File: config.mk
export PLATFORM = sky130hd
export DESIGN_NAME = delay_ctrl
export DESIGN_NICKNAME = d
export VERILOG_FILES = /design/src/rtl/delay_ctrl.sv
export SDC_FILE = /design/constraint.sdc
export NUM_CORES = 1
export LEC_CHECK = 0
export BUFFER_PORTS_ARGS = -buffer_cell sky130_fd_sc_hd__buf_2
export CORE_ASPECT_RATIO = 1.75
export CORE_MARGIN = 2
export CORE_UTILIZATION = 45
export CTS_CLUSTER_SIZE = 30
export DETAILED_ROUTE_END_ITERATION = 6
export GPL_ROUTABILITY_DRIVEN = 0
export GPL_TIMING_DRIVEN = 0
export PLACE_DENSITY_LB_ADDON = 0.1
export SYNTH_ARGS = -nofsm -noshare
export SYNTH_HDL_FRONTEND = slang
export SYNTH_SLANG_ARGS = --single-unit
File: constraint.sdc
create_clock -name clk -period 2.75 [get_ports clk]
set_input_delay 0.4125 -clock clk [delete_from_list [all_inputs] [get_ports clk]]
set_output_delay 0.4125 -clock clk [all_outputs]
set_load 0.01 [all_outputs]
File: src/rtl/delay_ctrl.sv
// delay_ctrl: memory-mapped blink-delay controller.
// Holds the delay value driven to the blinker and steps it on one-shot key
// pulses. Exposes delay, status, control and step size over an Avalon-MM
// slave with a fixed read latency of 1.
//
// Ports:
//   clk, reset            single clock, synchronous active-high reset
//   avs_address[1:0]      word address (0 DELAY, 1 STATUS, 2 CTRL, 3 STEP)
//   avs_read / avs_write  access strobes, no waitrequest
//   avs_writedata[31:0]   write data
//   avs_readdata[31:0]    registered read data, holds between reads
//   avs_readdatavalid     high one cycle after each accepted read
//   slower / faster       single-cycle pulses: step delay up / down
//   delay[DELAY_WIDTH-1:0] current delay to the blinker
//   irq                   level interrupt (pending & irq_en)
module delay_ctrl #(
  parameter int unsigned DELAY_WIDTH   = 4,
  parameter int unsigned DEFAULT_DELAY = 8,
  parameter int unsigned MIN_DELAY     = 0,
  parameter int unsigned MAX_DELAY     = 15
) (
  input  logic                   clk,
  input  logic                   reset,
  input  logic [1:0]             avs_address,
  input  logic                   avs_read,
  input  logic                   avs_write,
  input  logic [31:0]            avs_writedata,
  output logic [31:0]            avs_readdata,
  output logic                   avs_readdatavalid,
  input  logic                   slower,
  input  logic                   faster,
  output logic [DELAY_WIDTH-1:0] delay,
  output logic                   irq
);

  localparam int unsigned DW  = DELAY_WIDTH;
  localparam int unsigned SW  = DELAY_WIDTH + 1;  // unsigned sum width
  localparam int unsigned DFW = DELAY_WIDTH + 2;  // signed difference width
  localparam int unsigned CW  = 8;                // step counter width

  localparam logic [1:0] ADDR_DELAY  = 2'd0;
  localparam logic [1:0] ADDR_STATUS = 2'd1;
  localparam logic [1:0] ADDR_CTRL   = 2'd2;
  localparam logic [1:0] ADDR_STEP   = 2'd3;

  logic [DW-1:0] delay_q, delay_d;
  logic [DW-1:0] step_q, step_d;
  logic          irq_en_q, irq_en_d;
  logic          lock_q, lock_d;
  logic          pending_q, pending_d;
  logic [CW-1:0] step_count_q, step_count_d;
  logic [31:0]   readdata_q, readdata_d;
  logic          rdv_q, rdv_d;
  logic          irq_q, irq_d;

  logic                  at_min_c, at_max_c;
  logic                  wr_delay_c, w1c_c;
  logic                  btn_req_c, btn_chg_c;
  logic [SW-1:0]         sum_c;
  logic signed [DFW-1:0] diff_c;
  logic [DW-1:0]         btn_val_c;

  assign at_min_c = (delay_q == DW'(MIN_DELAY));
  assign at_max_c = (delay_q == DW'(MAX_DELAY));

  // Button step: saturating add/subtract at widened precision, never wraps.
  always_comb begin
    sum_c     = {1'b0, delay_q} + {1'b0, step_q};
    diff_c    = $signed({2'b00, delay_q}) - $signed({2'b00, step_q});
    btn_val_c = delay_q;
    if (slower) begin
      btn_val_c = (sum_c >= SW'(MAX_DELAY)) ? DW'(MAX_DELAY) : sum_c[DW-1:0];
    end else begin
      btn_val_c = (diff_c <= $signed(DFW'(MIN_DELAY))) ? DW'(MIN_DELAY)
                                                      : diff_c[DW-1:0];
    end
  end

  // A DELAY write in the same cycle discards the pulse; both keys cancel.
  assign wr_delay_c = avs_write && (avs_address == ADDR_DELAY);
  assign w1c_c      = avs_write && (avs_address == ADDR_STATUS) && avs_writedata[0];
  assign btn_req_c  = !lock_q && (slower ^ faster) && !wr_delay_c;
  assign btn_chg_c  = btn_req_c && (btn_val_c != delay_q);

  // Register next-state: writes, button update, read capture, irq.
  always_comb begin
    delay_d      = delay_q;
    step_d       = step_q;
    irq_en_d     = irq_en_q;
    lock_d       = lock_q;
    step_count_d = step_count_q;
    readdata_d   = readdata_q;
    rdv_d        = avs_read;

    if (avs_write) begin
      case (avs_address)
        ADDR_DELAY: begin
          // Clamp on the full written word so out-of-range values saturate.
          if (avs_writedata >= 32'(MAX_DELAY)) begin
            delay_d = DW'(MAX_DELAY);
          end else if (avs_writedata <= 32'(MIN_DELAY)) begin
            delay_d = DW'(MIN_DELAY);
          end else begin
            delay_d = avs_writedata[DW-1:0];
          end
        end
        ADDR_CTRL: begin
          irq_en_d = avs_writedata[0];
          lock_d   = avs_writedata[1];
        end
        ADDR_STEP: begin
          step_d = (avs_writedata[DW-1:0] == '0) ? DW'(1) : avs_writedata[DW-1:0];
        end
        default: ;
      endcase
    end

    if (btn_chg_c) begin
      delay_d      = btn_val_c;
      step_count_d = step_count_q + CW'(1);
    end

    // Set beats a coincident write-1-to-clear.
    pending_d = btn_chg_c | (pending_q & ~w1c_c);
    irq_d     = pending_d & irq_en_d;

    // Reads return state as it was before this cycle's update.
    if (avs_read) begin
      case (avs_address)
        ADDR_DELAY:  readdata_d = 32'(delay_q);
        ADDR_STATUS: readdata_d = {16'h0, step_count_q, 5'h0, at_max_c, at_min_c, pending_q};
        ADDR_CTRL:   readdata_d = {30'h0, lock_q, irq_en_q};
        default:     readdata_d = 32'(step_q);
      endcase
    end
  end

  // State registers.
  always_ff @(posedge clk) begin
    if (reset) begin
      delay_q      <= DW'(DEFAULT_DELAY);
      step_q       <= DW'(1);
      irq_en_q     <= 1'b0;
      lock_q       <= 1'b0;
      pending_q    <= 1'b0;
      step_count_q <= '0;
      readdata_q   <= '0;
      rdv_q        <= 1'b0;
      irq_q        <= 1'b0;
    end else begin
      delay_q      <= delay_d;
      step_q       <= step_d;
      irq_en_q     <= irq_en_d;
      lock_q       <= lock_d;
      pending_q    <= pending_d;
      step_count_q <= step_count_d;
      readdata_q   <= readdata_d;
      rdv_q        <= rdv_d;
      irq_q        <= irq_d;
    end
  end

  assign delay             = delay_q;
  assign irq               = irq_q;
  assign avs_readdata      = readdata_q;
  assign avs_readdatavalid = rdv_q;

endmodule
==> impl_metrics.tcl <==
set metrics [dict create \
    synth_xor_area_share_pct 1.91 \
    finalHoldViolCount 0 \
    detail_route.first_pass.iterations 4 \
    dr_total_vias 2175 \
    worst_max_slew_pin_slew_ns 1.00 \
    final_core_density_pct 60.2 \
    global_route.overflow_total 0 \
    worst_min_delay_path_category "in2reg" \
    synth-adder-area-share_pct 6.65 \
    seq_area_frac_synth_pct 28.8 \
    endpoint_kind "flop" \
    synth_cell_type_count 55 \
    setup_viol 0 \
    detail_route.drc_violations 0 \
    post_synthesis_register_bit_count 33 \
    htree_num_levels 2 \
    min-delay-start "avs_writedata[3]" \
    max_cap_violations 0 \
    worstPathMaxFanout 10 \
    synth_top_family_by_area "simple AND/OR/NAND/NOR gates" \
    grt_start_max_net_pins 11 \
    clk_root_buffer_cell "sky130_fd_sc_hd__clkbuf_8" \
    antenna_found_initial 0 \
    count_of_clock_tree_sinks 33 \
    cts-hold-fix-buffers 0 \
    worst_ep_arrival_time_ns 2.88 \
    fp.dieH_microns 98.5 \
    area.growth.synth_to_final_pct 29.5 \
    vdd_ir_drop_max_mv 0.622 \
    fp.dieArea_sq_um 5710 \
    worstRegToRegCells 11 \
    synth-edff-count 0 \
    antenna_violating_nets_post_route 0 \
    hold-path-cell-count 3 \
    placement.io_buffers 54 \
    finalWirelength_mm 5.74 \
    grtUsageTotal_pct 20.9 \
    reg2reg_from "delay[0]" \
    muxShareOfSynthArea_pct 8.83 \
    synth-compound-area-share_pct 17.9 \
    synth_flop_type "sky130_fd_sc_hd__dfxtp_1" \
    cts_max_path_buffers 2 \
    grt_use_met1_pct 21.1 \
    worst_setup_path_startpoint "delay[0]" \
    n_antenna_cell 0 \
    layout.cells.most_common "sky130_fd_sc_hd__buf_2" \
    post-dp-hpwl_mm 4.58 \
    use_met2_pct 40.0 \
    initial_core_util_pct 46.5 \
    core-area_sq_um 4930 \
    synth_async_sr_flop_share_pct 0 \
    yosys.area_share.simple_pct 23.8 \
    final_cell_area_sq_um 2970 \
    first_global_vias 2056 \
    globalRoute.busiestLayer "met2" \
    crit_required_ns 2.93 \
    final_stage_net_count 403 \
    post_synth.cell_area_avg_sq_um 8.53 \
    chipWidth_microns 58.0 \
    mostFrequentLayoutCells "sky130_fd_sc_hd__buf_2 (55), sky130_fd_sc_hd__dfxtp_1 (27), sky130_fd_sc_hd__nor2_1 (23), sky130_fd_sc_hd__buf_4 (23), sky130_fd_sc_hd__conb_1 (20)" \
    drive_gt1_share_pct 34.3 \
    type_of_the_worst_setup_path "reg2reg" \
    timing.final.max_slew_violations 0 \
    ioPinCount 78 \
    timing.final.crit_share_pct 98.4 \
    setup_repair_after_global_routing_missed_its_margin "true" \
    fin_crit_ns 2.71 \
    clkTransAtPathRegs_ns 0.07 \
    sequential_cell_area_sq_um 673 \
    grt_use_met3_pct 2.89 \
    maxSlewHeadroom_pct 33.2 \
    placement_rows 34 \
    synthCells 269 \
    number_of_drc_markers_in_iteration_0 48 \
    worst_hold_path.endpoint "step_q[3]" \
    worst_case_clock_skew_ns 0.00409 \
    tritoncts "built" \
    power-per-cell-area_nw_per_um2 650 \
    worst_setup_start_kind "flop" \
    fillerInstances 489 \
    clkLatencyLatePin_ns 0.29 \
    final_cells 407 \
    detail_route.vias_per_cell 5.34 \
    timing.setup.tns_ns 0 \
    max_clock_freq_mhz 370 \
    grt_first_pass_wirelength_mm 9.24 \
    multiInputGateArea_sq_um 1550 \
    ys.warnings.count 0 \
    power_leakage_nw 1.32 \
    numCtsBuffers 5 \
    avgRoutedWirePerCell_microns 14.1 \
    r2r-end "step_count_q[0]" \
    r2r_setup_slack_ns 0.04 \
    status "finished, final reports clean" \
    place.detailed.instances 396 \
    syn-cell-area_sq_um 2290 \
    placement_cell_area_sq_um 2720 \
]
-- cell usage after synthesis, drive strengths merged, types with 2 or more instances --
cell type  instances  area (sq um)
nand2b            15          93.8
nor2b              9          56.3
a31oi              2          12.5
and4               2          20.0
o32ai              4          57.6
o21ai              7          35.0
a211oi             6          55.1
nor2              23          86.3
mux4               2          45.0
a2111oi            2          25.0
clkbuf            10          37.5
o21a               2          15.0
and2               2          12.5
mux2               6          67.6
or3                4          25.0
ha                 9           113
nand3             15          75.1
mux2i              9          90.1
xnor2              4          35.0
fa                 2          40.0
nand4              6          37.5
buf               24           181
a21oi             18           109
inv               15          56.3
nand2              6          22.5
a311o              2          20.0
and3               2          12.5
nand3b             2          15.0
dfxtp             33           661
nor4               8          50.1
a211o              2          17.5
nor3               3          15.0
-- layer usage --
layer  vias to the layer above  wire [microns]
met5                         -               0
met4                         0             189
met3                        15             275
met2                        78            3210
met1                       997            2070
li1                       1085               -
-- cell families (layout without fill, tap and decap cells) --
family	Yosys count	count (layout)
AND/OR/NAND/NOR	100	100
other	1	20
XOR/XNOR	5	5
buffers and inverters	49	114
AO/OA/AOI/OAI	53	53
multiplexers	17	17
adder cells (fa/ha/maj)	11	11
flip-flops	33	33
-- how the worst max path moves through the flow --
stage / to / slack [ns]
floorplan: step_count_q[7] / 0.01
global placement: step_count_q[0] / -0.19
detailed placement: step_count_q[0] / -0.21
CTS: step_count_q[7] / 0.008
global route: step_count_q[7] / -0.03
finish: step_count_q[0] / 0.04
-- through the flow --
| step | total power [mW] | setup slack (ns) | hold WS (ns) |
|---|---|---|---|
| finish | 1.93 | 0.0439 | 0.401 |
| global route | 2.04 | -0.0340 | 0.434 |
| CTS | 1.83 | 0.00819 | 0.399 |
| detailed placement | 1.34 | -0.213 | 0.455 |
| global placement | 1.34 | -0.186 | 0.452 |
| floorplan | 1.16 | 0.0114 | 0.450 |
-- report_power, final --
part           leakage (nW)  internal [mW]  switching (mW)
Combinational         0.995          0.424           0.477
Sequential            0.270          0.524          0.0650
Clock                0.0566          0.259           0.181
Total                  1.32           1.21           0.724
-- state kept, by name (all words and copies together) (netlist names) --
name,cells
step_q,4
pending_q,1
irq_en_q,1
avs_readdata,12
step_count_q,8
irq,1
lock_q,1
delay,4
avs_readdatavalid,1
-- final cells by class --
| type | instances | share of cell area [%] |
|---|---|---|
| Tap cell | 54 | 2.27 |
| Sequential cell | 33 | 22.7 |
| Timing Repair Buffer | 57 | 9.85 |
| Clock buffer | 8 | 3.75 |
| Buffer | 34 | 7.54 |
| Multi-Input combinational cell | 206 | 52.0 |
| Inverter | 15 | 1.89 |
-- repair_timing --
item                                    CTS  global route
endpoints found under the setup margin   10             8
buffers inserted                          2             1
resized for setup                        11            17
pin swaps                                 6             5
-- critical path, stage by stage (launching register included) --
cell and delay (ns):
sky130_fd_sc_hd__dfxtp_4 0.35, sky130_fd_sc_hd__inv_2 0.05, sky130_fd_sc_hd__ha_4 0.16, sky130_fd_sc_hd__fa_2 0.35
sky130_fd_sc_hd__nand2b_4 0.18, sky130_fd_sc_hd__a21oi_4 0.16, sky130_fd_sc_hd__a2111oi_4 0.11, sky130_fd_sc_hd__or3_1 0.34
sky130_fd_sc_hd__and4_4 0.20, sky130_fd_sc_hd__buf_8 0.14, sky130_fd_sc_hd__a21oi_4 0.23, sky130_fd_sc_hd__mux2_4 0.32
No activity file was read; power rests on OpenSTA's default activity.
